### src/rtl/keypad_scan_debounce_pkg.sv
// Shared types and constants for the 4x4 keypad scanner: FSM states, key map
// and the column-drive helpers used by the scanner and its bench.
package keypad_scan_debounce_pkg;

  typedef enum logic [1:0] {
    SCAN     = 2'd0,
    DEBOUNCE = 2'd1,
    HELD     = 2'd2,
    RELEASE  = 2'd3
  } scan_state_t;

  localparam logic [3:0] COL_RESET = 4'b1110;

  // Indexed KEYMAP[col][row]; each inner list is one column read top to bottom.
  localparam logic [3:0] KEYMAP [4][4] = '{
    '{4'h1, 4'h4, 4'h7, 4'hE},
    '{4'h2, 4'h5, 4'h8, 4'h0},
    '{4'h3, 4'h6, 4'h9, 4'hF},
    '{4'hA, 4'hB, 4'hC, 4'hD}
  };

  function automatic logic [1:0] col_index(input logic [3:0] col);
    logic [1:0] idx;
    idx = 2'd0;
    case (col)
      4'b1110: idx = 2'd0;
      4'b1101: idx = 2'd1;
      4'b1011: idx = 2'd2;
      4'b0111: idx = 2'd3;
      default: idx = 2'd0;
    endcase
    return idx;
  endfunction

endpackage

### src/rtl/keypad_scan_debounce_if.sv
// Keypad-side signal bundle: scan strobe, row sense, column drive, key outputs
// and the scanner FSM state for observation.
interface keypad_scan_debounce_if;
  import keypad_scan_debounce_pkg::*;

  // tick is a 1-cycle strobe; key_valid is a 1-cycle pulse with no ready/back-pressure,
  // so the consumer must capture key_code in the same cycle key_valid is high.
  logic        tick;
  logic [3:0]  row;
  logic [3:0]  col;
  logic [3:0]  key_code;
  logic        key_valid;
  logic        key_held;
  scan_state_t state;

  modport master (
    input  tick, row,
    output col, key_code, key_valid, key_held, state
  );

  modport slave (
    output tick, row,
    input  col, key_code, key_valid, key_held, state
  );

endinterface

### src/rtl/keypad_scan_debounce_decode.sv
// Combinational key decoder: flags a single active-low row and maps
// (column, row) to the key's hex code.
module keypad_scan_debounce_decode
  import keypad_scan_debounce_pkg::*;
(
  input  logic [1:0] col_idx,
  input  logic [3:0] row,
  output logic       one_low,
  output logic [3:0] hex
);

  logic [1:0] row_idx;

  // Any pattern other than exactly one low row (none, or ghosting) is not a key.
  always_comb begin
    one_low = 1'b1;
    row_idx = 2'd0;
    case (row)
      4'b1110: row_idx = 2'd0;
      4'b1101: row_idx = 2'd1;
      4'b1011: row_idx = 2'd2;
      4'b0111: row_idx = 2'd3;
      default: one_low = 1'b0;
    endcase
    hex = KEYMAP[col_idx][row_idx];
  end

endmodule

### src/rtl/keypad_scan_debounce.sv
// 4x4 keypad scanner: rotates an active-low column, debounces press and
// release on scan ticks, and strobes key_valid once per accepted press.
module keypad_scan_debounce
  import keypad_scan_debounce_pkg::*;
#(
  parameter int unsigned DEBOUNCE_TICKS = 3
) (
  input  logic                   clk,
  input  logic                   reset,
  keypad_scan_debounce_if.master kp
);

  localparam logic [7:0] CNT_MAX = 8'(DEBOUNCE_TICKS);

  scan_state_t state_q, state_d;
  logic [7:0]  cnt_q, cnt_d, cnt_inc;
  logic [3:0]  col_q, col_d, col_next;
  logic [3:0]  row_l_q, row_l_d;
  logic [3:0]  code_q, code_d;
  logic        valid_q, valid_d;
  logic        held_q, held_d;
  logic [1:0]  col_idx;
  logic        one_low;
  logic [3:0]  hex;

  assign col_idx  = col_index(col_q);
  assign col_next = {col_q[2:0], col_q[3]};
  // Saturating count keeps a long DEBOUNCE_TICKS from ever wrapping.
  assign cnt_inc  = (cnt_q >= CNT_MAX) ? CNT_MAX : cnt_q + 8'd1;

  keypad_scan_debounce_decode u_decode (
    .col_idx (col_idx),
    .row     (kp.row),
    .one_low (one_low),
    .hex     (hex)
  );

  always_comb begin
    state_d = state_q;
    cnt_d   = cnt_q;
    col_d   = col_q;
    row_l_d = row_l_q;
    code_d  = code_q;
    valid_d = 1'b0;
    held_d  = held_q;
    if (kp.tick) begin
      case (state_q)
        SCAN: begin
          if (one_low) begin
            row_l_d = kp.row;
            cnt_d   = 8'd1;
            state_d = DEBOUNCE;
          end else begin
            col_d = col_next;
          end
        end
        DEBOUNCE: begin
          if (kp.row == row_l_q) begin
            cnt_d = cnt_inc;
            if (cnt_inc >= CNT_MAX) begin
              valid_d = 1'b1;
              code_d  = hex;
              held_d  = 1'b1;
              state_d = HELD;
            end
          end else begin
            cnt_d   = 8'd0;
            col_d   = col_next;
            state_d = SCAN;
          end
        end
        // Column stays frozen while held, so other keys cannot roll over.
        HELD: begin
          if (kp.row == 4'b1111) begin
            cnt_d   = 8'd1;
            state_d = RELEASE;
          end
        end
        RELEASE: begin
          if (kp.row == 4'b1111) begin
            cnt_d = cnt_inc;
            if (cnt_inc >= CNT_MAX) begin
              held_d  = 1'b0;
              col_d   = col_next;
              state_d = SCAN;
            end
          end else begin
            cnt_d   = 8'd0;
            state_d = HELD;
          end
        end
        default: state_d = SCAN;
      endcase
    end
  end

  always_ff @(posedge clk or negedge reset) begin
    if (!reset) begin
      state_q <= SCAN;
      cnt_q   <= 8'd0;
      col_q   <= COL_RESET;
      row_l_q <= 4'b1111;
      code_q  <= 4'h0;
      valid_q <= 1'b0;
      held_q  <= 1'b0;
    end else begin
      state_q <= state_d;
      cnt_q   <= cnt_d;
      col_q   <= col_d;
      row_l_q <= row_l_d;
      code_q  <= code_d;
      valid_q <= valid_d;
      held_q  <= held_d;
    end
  end

  assign kp.col       = col_q;
  assign kp.key_code  = code_q;
  assign kp.key_valid = valid_q;
  assign kp.key_held  = held_q;
  assign kp.state     = state_q;

endmodule
### src/flat_wrapper.sv
// flat-port wrapper written by rule: the top's interface ports become plain ports
module keypad_scan_debounce_flat import keypad_scan_debounce_pkg::*;
#(
  parameter int unsigned DEBOUNCE_TICKS = 3
)
  (clk, reset, kp_tick, kp_row, kp_col, kp_key_code, kp_key_valid, kp_key_held, kp_state);
  keypad_scan_debounce_if kp_i ();
  input  logic clk;
  input  logic reset;
  input wire logic [$bits(kp_i.tick)-1:0] kp_tick;
  input wire logic [$bits(kp_i.row)-1:0] kp_row;
  output wire logic [$bits(kp_i.col)-1:0] kp_col;
  output wire logic [$bits(kp_i.key_code)-1:0] kp_key_code;
  output wire logic [$bits(kp_i.key_valid)-1:0] kp_key_valid;
  output wire logic [$bits(kp_i.key_held)-1:0] kp_key_held;
  output wire logic [$bits(kp_i.state)-1:0] kp_state;
  assign kp_i.tick = kp_tick;
  assign kp_i.row = kp_row;
  assign kp_col = kp_i.col;
  assign kp_key_code = kp_i.key_code;
  assign kp_key_valid = kp_i.key_valid;
  assign kp_key_held = kp_i.key_held;
  assign kp_state = kp_i.state;
  keypad_scan_debounce #(.DEBOUNCE_TICKS(DEBOUNCE_TICKS)) u_core (.clk(clk), .reset(reset), .kp(kp_i));
endmodule
### config.mk
export PLATFORM = sky130hd
export DESIGN_NAME = keypad_scan_debounce_flat
export DESIGN_NICKNAME = d
export VERILOG_FILES = /design/src/rtl/keypad_scan_debounce_pkg.sv /design/src/rtl/keypad_scan_debounce_if.sv /design/src/rtl/keypad_scan_debounce_decode.sv /design/src/rtl/keypad_scan_debounce.sv /design/src/flat_wrapper.sv
export SDC_FILE = /design/constraint.sdc
export NUM_CORES = 1
export LEC_CHECK = 0
export ABC_CLOCK_PERIOD_IN_PS = 2700
export CAP_MARGIN = 15
export CORE_MARGIN = 3
export CORE_UTILIZATION = 55
export DETAILED_ROUTE_END_ITERATION = 7
export HOLD_SLACK_MARGIN = 0.08
export PLACE_DENSITY_LB_ADDON = 0.25
export SLEW_MARGIN = 20
export SYNTH_ARGS = -nofsm -noshare
export SYNTH_HDL_FRONTEND = slang
export SYNTH_SLANG_ARGS = --single-unit
### constraint.sdc
create_clock -name clk -period 2.7 [get_ports clk]
set_input_delay 0.54 -clock clk [delete_from_list [all_inputs] [get_ports clk]]
set_output_delay 0.54 -clock clk [all_outputs]
set_load 0.05 [all_outputs]
# [Word-level counts from Yosys, hierarchy flattened]
# Index checks and enable logic that the tools add are counted.
[word_totals] register_bits=24 input_bits=7 output_inout_bits=12 elab_cells=82
[classes] add_sub_neg=1 order_cmp=4 n_eq_ne=22 mux=36 bitwise=2 n_reduce_logical=10
[ops] operator="$mux 8" n=5
[ops] operator="$bmux 16 s2" n=1
[ops] operator="$mux 16" n=2
[ops] operator="$pmux 8 s4" n=1
[ops] operator="$eq 4x4->1 const B" n=6
[ops] operator="$mux 4" n=6
[ops] operator="$ge 8x2->1 const B" n=2
[ops] operator="$mux 2" n=6
[ops] operator="$ne 2x1->1 const B" n=6
[ops] operator="$pmux 2 s3" n=2
[ops] operator="$pmux 4 s3" n=1
[ops] operator="$reduce_and 6->1" n=2
[ops] operator="$mux 1" n=9
[ops] operator="$add 8x1->8 const B" n=1
[ops] operator="$bmux 4 s2" n=1
[ops] operator="$eq 4x3->1 const B" n=2
[ops] operator="$pmux 2 s4" n=1
[ops] operator="$ge 3x3->1 const B" n=2
[ops] operator="$not 2->3" n=2
[ops] operator="$reduce_and 3->1" n=2
[ops] operator="$reduce_and 5->1" n=1
[ops] operator="$eq 2x2->1 const B" n=2
[ops] operator="$eq 4x4->1" n=1
[ops] operator="$ne 2x2->1 const B" n=2
[ops] operator="9 further kinds" n=9

# [Longest topological paths before layout]
[depth] word_depth=9 depth_mapped=8 mapped_depth_nobuf=8

# [Modules after synthesis]
# A second synthesis with hierarchy kept.
[unflattened] cells_unflattened=126 hier_area_um2=1421.4
[modules_own_cells] mod="keypad_scan_debounce" instances=1 cells_per_inst=87 area_each_um2=1126.1 seq_area_each_um2=609.3
[modules_own_cells] mod="keypad_scan_debounce_decode" instances=1 cells_per_inst=39 area_each_um2=295.3 seq_area_each_um2=0.0

# [Worst setup path after synthesis]
# No wires, ideal clock.
[synth_path] kind="reg-to-reg" from="register u_core.col_q[1], in the netlist u_core.kp.col[1]" to="register u_core.code_q[1], in the netlist u_core.kp.key_code[1]" setup_ns=0.125 t_arrival_ns=2.146 required_ns=2.575 setup_slack_ns=0.429 stages_incl_launch_ff=8 n_path_buf=0 period_less_slack_ns=2.271 path_cell_list="dfstp_2 xor2_1 and3_1 inv_1 ha_1 mux2_4 a221o_1 mux2_4"
[synth_between] elab_chain_cells=9 elab_cells_between_ends=11 cone_classes="eq/ne: 3; mux: 7; bitwise: 1"
[synth_rtl] element="from (decl)" line="keypad_scan_debounce.sv:17" rtl="logic [3:0] col_q, col_d, col_next;"
[synth_rtl] element="from (signal assigned)" line="keypad_scan_debounce.sv:109" rtl="col_q <= col_d;"
[synth_rtl] element="$eq 4x3->1 or $eq 4x4->1 (tied branches)" line="keypad_scan_debounce_pkg.sv:25" rtl="case (col)"
[synth_rtl] element="$pmux 2 s3 *" line="keypad_scan_debounce_pkg.sv:25"
[synth_rtl] element="$not 2->3 (not written as such) *" line="keypad_scan_debounce_decode.sv:25" rtl="hex = KEYMAP[col_idx][row_idx];"
[synth_rtl] element="$bmux 16 s2 *" line="keypad_scan_debounce_decode.sv:25"
[synth_rtl] element="$mux 16 (not written as such) * (2 in series)" line="keypad_scan_debounce_decode.sv:25"
[synth_rtl] element="$bmux 4 s2 *" line="keypad_scan_debounce_decode.sv:25"
[synth_rtl] element="$mux 4 (not written as such) * (2 in series)" line="keypad_scan_debounce_decode.sv:25"
[synth_rtl] element="to (signal assigned)" line="keypad_scan_debounce.sv:111" rtl="code_q <= code_d;"
[synth_rtl] element="to (decl)" line="keypad_scan_debounce.sv:19" rtl="logic [3:0] code_q, code_d;"
# Every way passes the cells marked *; elsewhere a longest branch is shown, timed or not. The select of a mux whose other input is x is not followed.
# A chain may end at the register's enable or synchronous reset.

# [Worst setup path after layout]
[layout_path] from="input port kp_row[3]" to="register u_core.row_l_q[3]"
[layout_between] elab_chain_cells=4 elab_cells_between_ends=7 cone_classes="eq/ne: 4; mux: 1; reduce/logical: 2"
[layout_rtl] element="from (decl)" line="flat_wrapper.sv:11" rtl="input wire logic [$bits(kp_i.row)-1:0] kp_row;"
[layout_rtl] element="$eq 4x3->1 or $eq 4x4->1 (tied branches)" line="keypad_scan_debounce_decode.sv:18" rtl="case (row)"
[layout_rtl] element="$reduce_or 4->1 (no line)"
[layout_rtl] element="$mux 1" line="keypad_scan_debounce_decode.sv:18"
[layout_rtl] element="$reduce_and 3->1 (no line)"
[layout_rtl] element="to (signal assigned)" line="keypad_scan_debounce.sv:110" rtl="row_l_q <= row_l_d;"
[layout_rtl] element="to (decl)" line="keypad_scan_debounce.sv:18" rtl="logic [3:0] row_l_q, row_l_d;"
# Several ways; a longest one is shown, not always the timed one.

==> flow_metrics.env <==
export IMPL_cts_resized=0
export IMPL_vias_per_cell=5.63
export IMPL_worstHoldPathType="reg -> reg"
export IMPL_place_area_um2=1710
export IMPL_cts_buffers=3
export IMPL_cp_max_fo=9
export IMPL_first_iter_violations=25
export IMPL_post_drt_wl_per_cell_um=15.9
export IMPL_skew_ns=0.0143
export IMPL_grt_max_degree=25
export IMPL_core_um2=2570
export IMPL_grt_pass1_wl_um=4880
export IMPL_synth_largest_area_cell="dfrtp_1"
export IMPL_die_area_um2=3460
export IMPL_clk_pin_slew_ns=0.14
export IMPL_hold_buffers=0
export IMPL_maxSlewViolCount=0
export IMPL_initial_utilization_pct=59.7
export IMPL_synthFlopType="dfrtp_1"
export IMPL_nNetsFinal=164
export IMPL_antenna_found_initial=0
export IMPL_yosysWarnings=0
export IMPL_p_per_area_nw_per_um2=650
export IMPL_synth_async_reset_ratio_pct=100
export IMPL_hold_slack_ns=0.524
export IMPL_cts_path_max_buffers=2
export IMPL_crit_path_end_kind="flop"
export IMPL_start_kind="primary input"
export IMPL_diodes=0
export IMPL_final_core_util_pct=67.9
export IMPL_stdcell_count=179
export IMPL_io_buffers=18
export IMPL_drc=0
export IMPL_cts_root_buf="clkbuf_4"
export IMPL_timing_final_hold_violations=0
export IMPL_irDropWorstVdd_mv=0.471
export IMPL_first_global_vias=1046
export IMPL_cts_sinks=24
export IMPL_htreeDepth=1
export IMPL_period_needed_ns=2.30
export IMPL_post_route_period_util_pct=85.0
export IMPL_tightest_slew_ns=0.506
export IMPL_yosys_area_top_type_share_pct=27.8
export IMPL_postCtsSetupBuffers=0
export IMPL_critical_path_class="in -> reg"
export IMPL_p_leak_uw=0.000813
export IMPL_drt_pass1_iterations=4
export IMPL_syn_to_final_growth_pct=13.7
export IMPL_synthCells=130
export IMPL_drive_gt1_share_pct=28.2
export IMPL_postRouteAntennaNets=0
export IMPL_synth_nets=144
export IMPL_postSynthAreaPerCell_um2=11.8
export IMPL_setup_viol=0
export IMPL_die_h_um=58.8
export IMPL_rsz0062_at_grt="false"
export IMPL_synth_edf_count=0
export IMPL_worstPathRequired_ns=2.97
export IMPL_setup_tns_ns=0
export IMPL_gp_congestion=0.851
export IMPL_hpwl_um=2110
export IMPL_synth_seq_cells=24
export IMPL_syn_area_um2=1530
export IMPL_clock_latency_ns=0.32
export IMPL_stdcell_area_um2=1740
export IMPL_via_count=1008
export IMPL_synthTopCellsByArea="dfrtp_1 (28%), dfstp_2 (12%), mux2_4 (8.8%)"
export IMPL_fmax_mhz=436
export IMPL_track_usage_pct=18.4
export IMPL_ys_seq_area_share_pct=39.8
export IMPL_gr_total_overflow=0
export IMPL_drt_wl_total_um=2840
export IMPL_place_inst=175
export IMPL_cts_tree="done"
export IMPL_maxCapViolations=0
export IMPL_status="completed"
export IMPL_arrival_ns=2.57
export IMPL_fp_dieW_um=58.8
export IMPL_num_rows=18
export IMPL_yosysUniqueCellTypes=44
export IMPL_boundaryPins=19
export IMPL_max_slew_margin_pct=66.1
[metrics by stage]
stage	total power (uW)	worst slack (ns)
floorplan	827	0.429
global placement	923	0.107
detailed placement	941	0.0380
CTS	1140	0.392
global route	1200	0.326
finish	1130	0.405
[flip-flops by register name, summed over array words and instances, names as in the netlist]
register and flops:
u_core.cnt_q 8, u_core.kp.col 4, u_core.kp.key_code 4, u_core.row_l_q 4
u_core.kp.state 2, u_core.kp.key_held 1, u_core.kp.key_valid 1
[metal layers]
layer | share of wire, % | global-route usage, %
met1 | 44 | 23.2
met2 | 52 | 32.6
met3 | 3.0 | 3.07
met4 | 0.70 | 4.53
met5 | 0 | 0
[worst max-delay path, stage by stage]
cell and delay (ns):
clkdlybuf4s50_1 0.75, buf_4 0.20, nand4b_4 0.12, nor3_1 0.16, a41oi_1 0.09, or2_1 0.36, mux2_4 0.33
[kinds of logic (layout without fill, tap and decap cells)]
kind of cell | count (synthesis) | count (layout) | share of synthesized area [%]
mux | 20 | 20 | 16.5
compound gates | 17 | 17 | 8.16
xor+xnor | 9 | 9 | 6.37
simple gates | 39 | 39 | 16.7
flops | 24 | 24 | 39.8
fa+ha+maj | 7 | 7 | 5.71
buf+inv | 14 | 33 | 6.77
[cell type report]
| cell class | instances | area [um2] |
|---|---|---|
| Sequential cell | 24 | 609 |
| Timing Repair Buffer | 23 | 218 |
| Tap cell | 30 | 37.5 |
| Inverter | 6 | 22.5 |
| Multi-Input combinational cell | 92 | 820 |
| Clock buffer | 4 | 36.3 |
| Fill cell | 202 | 825 |
[placed cells by master, fill, tap and decap left out, types with 3 or more instances in the layout]
cell type	netlist	routed
a21oi_1	4	4
dfstp_2	7	7
inv_1	6	6
nor2_1	4	4
nor3_1	4	4
clkbuf_4	0	3
clkdlybuf4s50_1	0	18
dfrtp_1	17	17
ha_1	7	7
buf_4	1	5
mux2_2	5	5
nand2_1	8	8
nand2b_1	3	3
xor2_1	6	6
nor2b_1	6	6
mux2_4	9	9
mux2i_1	5	5
[report_power, final]
group,internal (uW),total (uW),switching (uW)
combinational,191,435,244
sequential,431,502,70.8
clock,82.5,196,113
[cells in the mapped netlist (2+ instances only)]
master / number
a31oi_1: 2
nor2b_1: 6
mux2_2: 5
xor2_1: 6
ha_1: 7
buf_6: 5
dfrtp_1: 17
mux2i_1: 5
o21ai_0: 2
nor3_1: 4
nand2_1: 8
mux2_4: 9
xnor2_1: 2
nor2_1: 4
and3_1: 2
a21oi_1: 4
nand2b_1: 3
or2_1: 2
dfstp_2: 7
inv_1: 6
[worst paths after layout]
kind | from | to | slack (ns) | cells after the start
setup / recovery | kp_row[3] | u_core.row_l_q[3]$_DFFE_PN1P_ | 0.40 | 7
hold / removal | u_core.kp.key_code[3]$_DFFE_PN0P_ | u_core.kp.key_code[3]$_DFFE_PN0P_ | 0.52 | 1
setup reg to reg | u_core.kp.col[3]$_DFFE_PN1P_ | u_core.kp.key_code[1]$_DFFE_PN0P_ | 0.46 | 7
hold reg to reg | u_core.kp.key_code[3]$_DFFE_PN0P_ | u_core.kp.key_code[3]$_DFFE_PN0P_ | 0.52 | 1
max in group asynchronous | reset | u_core.kp.col[2]$_DFFE_PN1P_ | 1.84 | 2
min in group asynchronous | reset | u_core.kp.key_code[0]$_DFFE_PN0P_ | 0.55 | 2
No activity file was read; power rests on OpenSTA's default activity.
